===== src/rtl/rr_arb_2to1_8bits_pkg.sv =====
// Shared types and constants for the 2:1 round-robin merge arbiter.
package rr_arb_2to1_8bits_pkg;

    // Output register occupancy: EMPTY means OUT holds nothing deliverable.
    typedef enum logic {
        EMPTY = 1'b0,
        FULL  = 1'b1
    } state_t;

    // Default payload width.
    localparam int DEF_DATA_W = 8;

    // Channel indices, matching the downstream 2:1 mux select encoding.
    localparam logic CH_IN1 = 1'b0;
    localparam logic CH_IN2 = 1'b1;

endpackage


===== src/rtl/rr_grant_2.sv =====
// Two-requester round-robin grant. PRI holds the index of the last granted
// channel; on contention the other channel wins. EN gates both grants.
module rr_grant_2
    import rr_arb_2to1_8bits_pkg::*;
(
    input  logic VALID1,
    input  logic VALID2,
    input  logic PRI,
    input  logic EN,
    output logic GNT1,
    output logic GNT2
);

    // IN1 wins when alone, or on contention when IN2 was granted last.
    always_comb begin
        GNT1 = 1'b0;
        GNT2 = 1'b0;
        if (EN) begin
            if (VALID1 && VALID2) begin
                GNT1 = (PRI == CH_IN2);
                GNT2 = (PRI == CH_IN1);
            end else begin
                GNT1 = VALID1;
                GNT2 = VALID2;
            end
        end
    end

endmodule


===== src/rtl/rr_arb_2to1_8bits.sv =====
// 2:1 round-robin merge of two valid/ready channels into one registered
// output stage. One beat of storage; sustains one beat per cycle when the
// consumer is ready. SEL reports which channel the held beat came from.
module rr_arb_2to1_8bits
    import rr_arb_2to1_8bits_pkg::*;
#(
    parameter int DATA_W = DEF_DATA_W
) (
    input  logic              CLK,
    input  logic              RST_N,
    input  logic [DATA_W-1:0] IN1,
    input  logic              IN1_VALID,
    output logic              IN1_READY,
    input  logic [DATA_W-1:0] IN2,
    input  logic              IN2_VALID,
    output logic              IN2_READY,
    output logic [DATA_W-1:0] OUT,
    output logic              OUT_VALID,
    input  logic              OUT_READY,
    output logic              SEL
);

    state_t            state_q;
    state_t            state_d;
    logic              pri_q;
    logic [DATA_W-1:0] out_q;
    logic              sel_q;
    logic              accept;
    logic              grant_en;
    logic              gnt1;
    logic              gnt2;
    logic              grant;
    logic              gnt_idx;

    // The output stage can take a new beat when empty or being drained now.
    // Grants are also held off while reset is asserted so both READYs stay low.
    assign accept   = (state_q == EMPTY) || OUT_READY;
    assign grant_en = accept && RST_N;

    rr_grant_2 u_grant (
        .VALID1 (IN1_VALID),
        .VALID2 (IN2_VALID),
        .PRI    (pri_q),
        .EN     (grant_en),
        .GNT1   (gnt1),
        .GNT2   (gnt2)
    );

    assign grant   = gnt1 || gnt2;
    assign gnt_idx = gnt2 ? CH_IN2 : CH_IN1;

    // Next-state: a grant always leaves the stage FULL; a pop with no
    // replacement empties it. OUT_READY is irrelevant while EMPTY.
    always_comb begin
        state_d = state_q;
        case (state_q)
            EMPTY: begin
                if (grant) state_d = FULL;
            end
            FULL: begin
                if (OUT_READY && !grant) state_d = EMPTY;
            end
            default: state_d = EMPTY;
        endcase
    end

    // State register; asynchronous reset discards any held beat at once.
    always_ff @(posedge CLK or negedge RST_N) begin
        if (!RST_N) state_q <= EMPTY;
        else        state_q <= state_d;
    end

    // Payload, source index and fairness pointer update only on a grant.
    // PRI resets to IN2 so IN1 wins the first contention.
    always_ff @(posedge CLK or negedge RST_N) begin
        if (!RST_N) begin
            out_q <= '0;
            sel_q <= CH_IN1;
            pri_q <= CH_IN2;
        end else if (grant) begin
            out_q <= gnt2 ? IN2 : IN1;
            sel_q <= gnt_idx;
            pri_q <= gnt_idx;
        end
    end

    assign IN1_READY = gnt1;
    assign IN2_READY = gnt2;
    assign OUT       = out_q;
    assign SEL       = sel_q;
    assign OUT_VALID = (state_q == FULL);

endmodule


===== config.mk =====
export PLATFORM = sky130hd
export DESIGN_NAME = rr_arb_2to1_8bits
export DESIGN_NICKNAME = d
export VERILOG_FILES = /design/src/rtl/rr_arb_2to1_8bits_pkg.sv /design/src/rtl/rr_grant_2.sv /design/src/rtl/rr_arb_2to1_8bits.sv
export SDC_FILE = /design/constraint.sdc
export NUM_CORES = 1
export LEC_CHECK = 0
export CELL_PAD_IN_SITES_DETAIL_PLACEMENT = 2
export CELL_PAD_IN_SITES_GLOBAL_PLACEMENT = 2
export CORE_MARGIN = 2
export CORE_UTILIZATION = 23
export CTS_CLUSTER_DIAMETER = 150
export DETAILED_ROUTE_END_ITERATION = 10
export PLACE_DENSITY_LB_ADDON = 0.1
export SLEW_MARGIN = 20
export SYNTH_ARGS = -nofsm -noshare
export SYNTH_HDL_FRONTEND = slang
export SYNTH_SLANG_ARGS = --single-unit

===== constraint.sdc =====
create_clock -name CLK -period 3.4 [get_ports CLK]
set_input_delay 0.68 -clock CLK [delete_from_list [all_inputs] [get_ports CLK]]
set_output_delay 0.68 -clock CLK [all_outputs]
set_load 0.05 [all_outputs]

==> Yosys cells after proc, flatten, opt, wreduce, memory -nomap -nowiden <==
Cells that the tools add are included.
{ "op_classes": {"bitwise_logic": 2, "muxes": 9, "n_reduce_logical": 6} }
{ "ops": {"columns": ["cell", "count"], "rows": [
  ["8-bit 2-to-1 mux", 1],
  ["1-bit 2-to-1 mux", 7],
  ["1-bit logical AND", 3],
  ["1-bit logical OR", 2],
  ["1-bit NOT", 2],
  ["1-bit case mux with 2 select lines", 1],
  ["1-bit logical NOT", 1]
]} }
{ "word_totals": {"output_inout_bits": 12, "wordCells": 21, "ff_bits": 11, "input_bits": 21} }

==> Longest topological paths before layout <==
Gate-level depths: netlist (run 1).
{ "logic_depth": {"word_depth": 9, "mapped_depth": 5, "mapped_depth_nobuf": 3} }

==> Modules after synthesis <==
From an unflattened synthesis (run 1), not the netlist that was laid out.
{ "unflattened": {"hier_cells": 49, "area_unflattened_um2": 520.5} }
{ "modules_own_cells": {"columns": ["module", "seq_area_each_um2", "cells_per_inst", "n_inst", "area_each_um2"], "rows": [
  ["rr_arb_2to1_8bits", 276.5, 44, 1, 499.2],
  ["rr_grant_2", 0.0, 5, 1, 21.3]
]} }

==> Least setup slack after synthesis (run 1) <==
OpenSTA, ideal clock, no wires.
{ "synth_timing": {"kind": "input port to output port", "from": "input RST_N", "to": "output IN1_READY", "arrival_time_ps": 2148, "n_path_buf": 1, "t_required_ps": 2720, "setup_slack_ps": 572, "stages": 3, "cell_sequence": "buf_4 -> clkinv_1 -> nor3_1"} }
{ "synth_between": {"elab_chain_cells": 2} }
{ "synth_lines": {"columns": ["element", "line", "text"], "rows": [
  ["start: declaration", "rr_arb_2to1_8bits.sv:10", "input logic RST_N,"],
  ["1-bit logical AND", "rr_arb_2to1_8bits.sv:38", "assign grant_en = accept && RST_N;"],
  ["1-bit 2-to-1 mux", "rr_grant_2.sv:18", "if (EN) begin"],
  ["end: declaration", "rr_arb_2to1_8bits.sv:13", "output logic IN1_READY,"]
]} }
No other way between the ends.

==> Worst setup path in the final report (run 1) <==
{ "layout_timing": {"from": "input OUT_READY", "to": "output IN1_READY"} }
{ "layout_between": {"elab_chain_cells": 3} }
{ "layout_lines": {"columns": ["element", "line", "text"], "rows": [
  ["start: declaration", "rr_arb_2to1_8bits.sv:19", "input logic OUT_READY,"],
  ["1-bit logical OR", "rr_arb_2to1_8bits.sv:37", "assign accept = (state_q == EMPTY) || OUT_READY;"],
  ["1-bit logical AND", "rr_arb_2to1_8bits.sv:38", null],
  ["1-bit 2-to-1 mux", "rr_grant_2.sv:18", null]
]} }
No other way between the ends.

==> results.sh, run 1 <==
export IMPL_hp_class="reg -> reg"
export IMPL_peakVddDrop_mv=0.270
export IMPL_die_h_um=56.7
export IMPL_crit_start="OUT_READY"
export IMPL_synth_area_um2=639
export IMPL_clock_latency_ns=0.27
export IMPL_end_kind="primary output"
export IMPL_antennaDiodeCount=0
export IMPL_path_cells="clkdlybuf4s50_1 > nor2b_1 > nor3_1 > buf_12"
export IMPL_place_area_um2=972
export IMPL_coreArea_um2=2690
export IMPL_cts_buffers=3
export IMPL_path_class="in -> out"
export IMPL_syn_nets=87
export IMPL_reg2reg_depth=3
export IMPL_crit_path_max_fanout=10
export IMPL_syn_instance_count=66
export IMPL_root_buffer="clkbuf_4"
export IMPL_area_growth_pct=56.2
export IMPL_first_pass_iters=4
export IMPL_maxCapViolCount=0
export IMPL_async_flop_share=1.00
export IMPL_p_leak_nw=0.374
export IMPL_worst_path_max_delay_cell="nor2b_1"
export IMPL_ys_top_cells_by_count="a31oi_1, dfrtp_1, nand4_1, o31ai_1, buf_2"
export IMPL_max_freq_ghz=0.359
export IMPL_worstSetupStartpointType="input pin"
export IMPL_cp_top_family="simple AND/OR/NAND/NOR gates"
export IMPL_synthTopCellsByArea="dfrtp_1, a31oi_1, o31ai_1, nand4_1, dfstp_2"
export IMPL_cts_tree="done"
export IMPL_drive_gt1_frac=0.105
export IMPL_synth_largest_area_cell="dfrtp_1"
export IMPL_r2r_start="OUT_VALID"
export IMPL_hold_viol_final=0
export IMPL_cts_buffer_depth=2
export IMPL_antenna_found_initial=0
export IMPL_grt_pass1_wl_um=3480
export IMPL_drc=0
export IMPL_critPathBufInv=2
export IMPL_yosysSeqAreaShare=0.432
export IMPL_gp_congestion=0.746
export IMPL_cp_endpoint="IN1_READY"
export IMPL_period_minus_slack_ns=2.79
export IMPL_required_ns=2.72
export IMPL_die_area_um2=3220
export IMPL_synth_most_common_cell="a31oi_1"
export IMPL_status="finished clean"
export IMPL_yosysUniqueCellTypes=23
export IMPL_clock_skew_ns=0.00376
export IMPL_clkTransAtPathRegs_ns=0.08
export IMPL_yosys_warnings=0
export IMPL_synth_edf_count=0
export IMPL_r2r_end="OUT[1]"
export IMPL_reg2reg_slack_ns=1.87
export IMPL_h_tree_depth=1
export IMPL_rows=19
export IMPL_netlist_area_leader_share=0.391
export IMPL_worstPathArrival_ns=2.11
export IMPL_grt_pass1_vias=726
export IMPL_crit_cells=4
export IMPL_final_nets=117
export IMPL_slowest_delay_ns=0.62
export IMPL_grt_ovfl_total=0
export IMPL_portBuffers=32
export IMPL_synth_ff_type="dfrtp_1"
export IMPL_total_power_mw=0.492
export IMPL_ant_nets=0
export IMPL_clock_sinks=11
export IMPL_cts_resized_gates=0
export IMPL_worst_slew_pin_slew_ns=0.777
export IMPL_finalInstanceArea_um2=998
export IMPL_grt_max_degree=30
export IMPL_drt_initial_drc_count=7
export IMPL_wl_per_cell_um=16.6
export IMPL_p_per_area_nw_per_um2=493
export IMPL_viasPerCell=5.37
export IMPL_relSlewSlack=0.481
export IMPL_cts_setup_buffers=0
export IMPL_cts_hold_buf=0
export IMPL_busiest_layer="met2"
export IMPL_syn_area_per_cell_um2=9.69
export IMPL_synth_seq_cells=11
export IMPL_routed_wl_um=2090
export IMPL_fin_setup_tns_ns=0
export IMPL_pin_count=33
export IMPL_grt_use_met3=0.0300
export IMPL_setup_violations=0
export IMPL_grtUsageMet2=0.209
export IMPL_die_w_um=56.7
export IMPL_rsz0062_at_grt="false"
export IMPL_grt_usage=0.143
export IMPL_start_util=0.238
export IMPL_dpl_hpwl_um=1480
export IMPL_min_period_over_period=0.819
export IMPL_gr_usage_met1=0.197
export IMPL_drv_slew=0
export IMPL_vias=677
[area by class of cell]
cell class	count	area, µm²
well taps	31	38.8
flip-flops and latches	11	277
clock buffers	4	26.3
multi-input cells	45	302
repair buffers	33	348
fillers	313	1690
inverters	2	7.51
[cells by family (layout without fill, tap and decap cells)]
logic type	count (synthesis)	after routing	synth area share
AO/OA/AOI/OAI	29	29	0.309
AND/OR/NAND/NOR	16	16	0.162
flip-flops	11	11	0.432
buffers and inverters	10	39	0.0959
[cells in the final DEF, fill, tap and decap left out, drive strengths merged, types with 2 or more instances in the layout]
master	instances
a21o	2
a31oi	16
buf	3
clkbuf	4
clkdlybuf4s50	30
dfrtp	10
nand4	8
nor3	2
o31ai	8
[worst min path at each step]
stage	from	end	slack [ns]	cells past startpoint
4_1_cts	SEL	SEL	0.50	1
3_5_place_dp	SEL	SEL	0.48	1
5_1_grt	SEL	SEL	0.53	1
3_3_place_gp	SEL	SEL	0.46	1
6_report	SEL	SEL	0.49	1
2_1_floorplan	RST_N	OUT[0]	0.38	0
[flip-flops by register name (all words and copies together), names as in the netlist]
signal,flops
OUT,8
OUT_VALID,1
SEL,1
pri_q,1
[report_power, final]
group	switching, mW	internal [mW]	total [mW]
combinational	0.142	0.0868	0.229
sequential	0.0146	0.156	0.171
clock	0.0470	0.0454	0.0924
total	0.204	0.289	0.492
[routing by layer]
metal,up-vias,part of all wire
li1,321,-
met1,333,0.45
met2,21,0.48
met3,2,0.055
met4,0,0.0096
met5,-,0
[stage by stage]
step	setup WS, ns	hold WS (ns)	cells	utilization
after CTS	0.620	0.504	126	0.372
after global placement	0.661	0.463	122	0.362
after detailed placement	0.636	0.484	122	0.362
after floorplan	0.572	0.384	66	-
final	0.614	0.495	126	0.372
after global routing	0.480	0.529	126	0.372
No activity file was read; power rests on OpenSTA's default activity.
==> run 2, diff against run 1 <==
--- a/config.mk
+++ b/config.mk
@@ -8,7 +8,7 @@
 export CELL_PAD_IN_SITES_DETAIL_PLACEMENT = 2
 export CELL_PAD_IN_SITES_GLOBAL_PLACEMENT = 2
 export CORE_MARGIN = 2
-export CORE_UTILIZATION = 23
+export CORE_UTILIZATION = 19
 export CTS_CLUSTER_DIAMETER = 150
 export DETAILED_ROUTE_END_ITERATION = 10
 export PLACE_DENSITY_LB_ADDON = 0.1
==> constraint.sdc (replaced) <==
create_clock -name CLK -period 2.4 [get_ports CLK]
set_input_delay 0.48 -clock CLK [delete_from_list [all_inputs] [get_ports CLK]]
set_output_delay 0.48 -clock CLK [all_outputs]
set_load 0.05 [all_outputs]
==> run 2 against run 1 <==
- cell count increased by 16%
- sequential cell count unchanged
- wire length grew 4.9%
- critical endpoint is now IN2_READY
==> results.sh, run 2 (synthesized netlist as in run 1, its figures left out) <==
export IMPL_layout_cells_most_common_list="clkdlybuf4s50_1, a31oi_1, dfrtp_1, o31ai_1, nand4_1"
export IMPL_final_common_cell="clkdlybuf4s50_1"
export IMPL_grt_pass1_vias=764
export IMPL_final_nets=122
export IMPL_start_util=0.195
export IMPL_grt_max_degree=30
export IMPL_setup_violations=0
export IMPL_cts_buffer_depth=2
export IMPL_drc=0
export IMPL_worst_path_max_delay_cell="clkdlybuf4s50_1"
export IMPL_r2r_start="OUT_VALID"
export IMPL_first_pass_iters=4
export IMPL_clkTransAtPathRegs_ns=0.07
export IMPL_total_power_mw=0.711
export IMPL_switchingPower_mw=0.293
export IMPL_fin_cells=146
export IMPL_p_seq_frac=0.339
export IMPL_h_tree_depth=1
export IMPL_grt_pass1_wl_um=3700
export IMPL_worstSetupStartpointType="input pin"
export IMPL_die_w_um=62.0
export IMPL_layout_setup_ws_ns=0.192
export IMPL_hp_start="SEL"
export IMPL_antenna_found_initial=0
export IMPL_dp_slack_ns=0.186
export IMPL_p_per_area_nw_per_um2=671
export IMPL_maxCapViolCount=0
export IMPL_combinationalPowerShare=0.472
export IMPL_rsz0062_at_grt="false"
export IMPL_fin_setup_tns_ns=0
export IMPL_hold_viol_final=0
export IMPL_die_area_um2=3850
export IMPL_worstPathArrival_ns=1.73
export IMPL_end_kind="primary output"
export IMPL_clock_latency_ns=0.28
export IMPL_portBuffers=32
export IMPL_cts_setup_buffers=0
export IMPL_relSlewSlack=0.661
export IMPL_root_buffer="clkbuf_4"
export IMPL_status="finished clean"
export IMPL_coreArea_um2=3280
export IMPL_cts_tree="done"
export IMPL_nFillCells=370
export IMPL_period_minus_slack_ns=2.21
export IMPL_min_to="SEL"
export IMPL_largest_reg_flops=8
export IMPL_p_int_mw=0.418
export IMPL_grt_ovfl_total=0
export IMPL_area_growth_pct=65.8
export IMPL_dpl_hpwl_um=1620
export IMPL_die_h_um=62.0
export IMPL_peakVddDrop_mv=0.182
export IMPL_wl_per_cell_um=15.0
export IMPL_slowest_delay_ns=0.50
export IMPL_cts_hold_buf=0
export IMPL_p_leak_nw=0.399
export IMPL_whs_ns=0.481
export IMPL_whs_path_depth=1
export IMPL_p_clk_frac=0.189
export IMPL_clock_skew_ns=0.0158
export IMPL_r2r_end="OUT[5]"
export IMPL_routed_wl_um=2190
export IMPL_hp_class="reg -> reg"
export IMPL_dpl_cell_count=142
export IMPL_pin_count=33
export IMPL_path_cells="clkdlybuf4s50_1 > clkinv_1 > nor3_2 > buf_12"
export IMPL_reg2reg_depth=4
export IMPL_ant_nets=0
export IMPL_switching_share=0.412
export IMPL_clock_sinks=11
export IMPL_rows=21
export IMPL_crit_path_max_fanout=5
export IMPL_min_period_over_period=0.920
export IMPL_gp_congestion=0.721
export IMPL_cts_resized_gates=0
export IMPL_required_ns=1.92
export IMPL_max_freq_ghz=0.453
export IMPL_viasPerCell=4.68
export IMPL_drv_slew=0
export IMPL_cts_buffers=3
export IMPL_grt_usage=0.134
export IMPL_reg2reg_slack_ns=1.08
export IMPL_drive_gt1_frac=0.160
export IMPL_worst_slew_pin_slew_ns=0.507
export IMPL_vias=684
export IMPL_path_class="in -> out"
export IMPL_drt_initial_drc_count=68
export IMPL_antennaDiodeCount=0
-- run 2: how the worst max path moves through the flow --
stage / start / to / cells past startpoint
final: RST_N / IN2_READY / 4
after global routing: RST_N / IN2_READY / 4
after CTS: RST_N / IN2_READY / 4
after detailed placement: RST_N / IN2_READY / 4
after global placement: RST_N / IN2_READY / 4
after floorplan: OUT_VALID / IN2_READY / 3
-- run 2: cell type report --
type | instances | area [µm²] | share of cell area
Clock buffer | 4 | 26.3 | 0.0248
Inverter | 2 | 7.51 | 0.00708
Multi-Input combinational cell | 45 | 307 | 0.289
Sequential cell | 11 | 277 | 0.261
Tap cell | 46 | 57.6 | 0.0543
Timing Repair Buffer | 38 | 385 | 0.364
-- run 2: per-layer routing --
metal  part of all wire  GRT usage
met1               0.46      0.186
met2               0.48      0.204
met3              0.052     0.0248
met4             0.0087     0.0547
met5                  0          0
-- run 2: metrics by stage --
stage | util | area [µm²]
floorplan | - | 644
global placement | 0.315 | 1030
detailed placement | 0.315 | 1030
CTS | 0.323 | 1060
global route | 0.323 | 1060
finish | 0.323 | 1060
-- run 2: power by group through the flow --
stage / clock network, mW / logic [mW] / registers, mW
after floorplan: 0 / 0.0931 / 0.353
after global placement: 0 / 0.337 / 0.245
after detailed placement: 0 / 0.339 / 0.246
after CTS: 0.140 / 0.340 / 0.242
after global routing: 0.152 / 0.360 / 0.246
final: 0.135 / 0.335 / 0.241
-- run 2: worst max-delay path, delay by kind of cell --
kind                   cells  cell delay (ns)
buffers and inverters      3             0.87
AND/OR/NAND/NOR            1             0.38
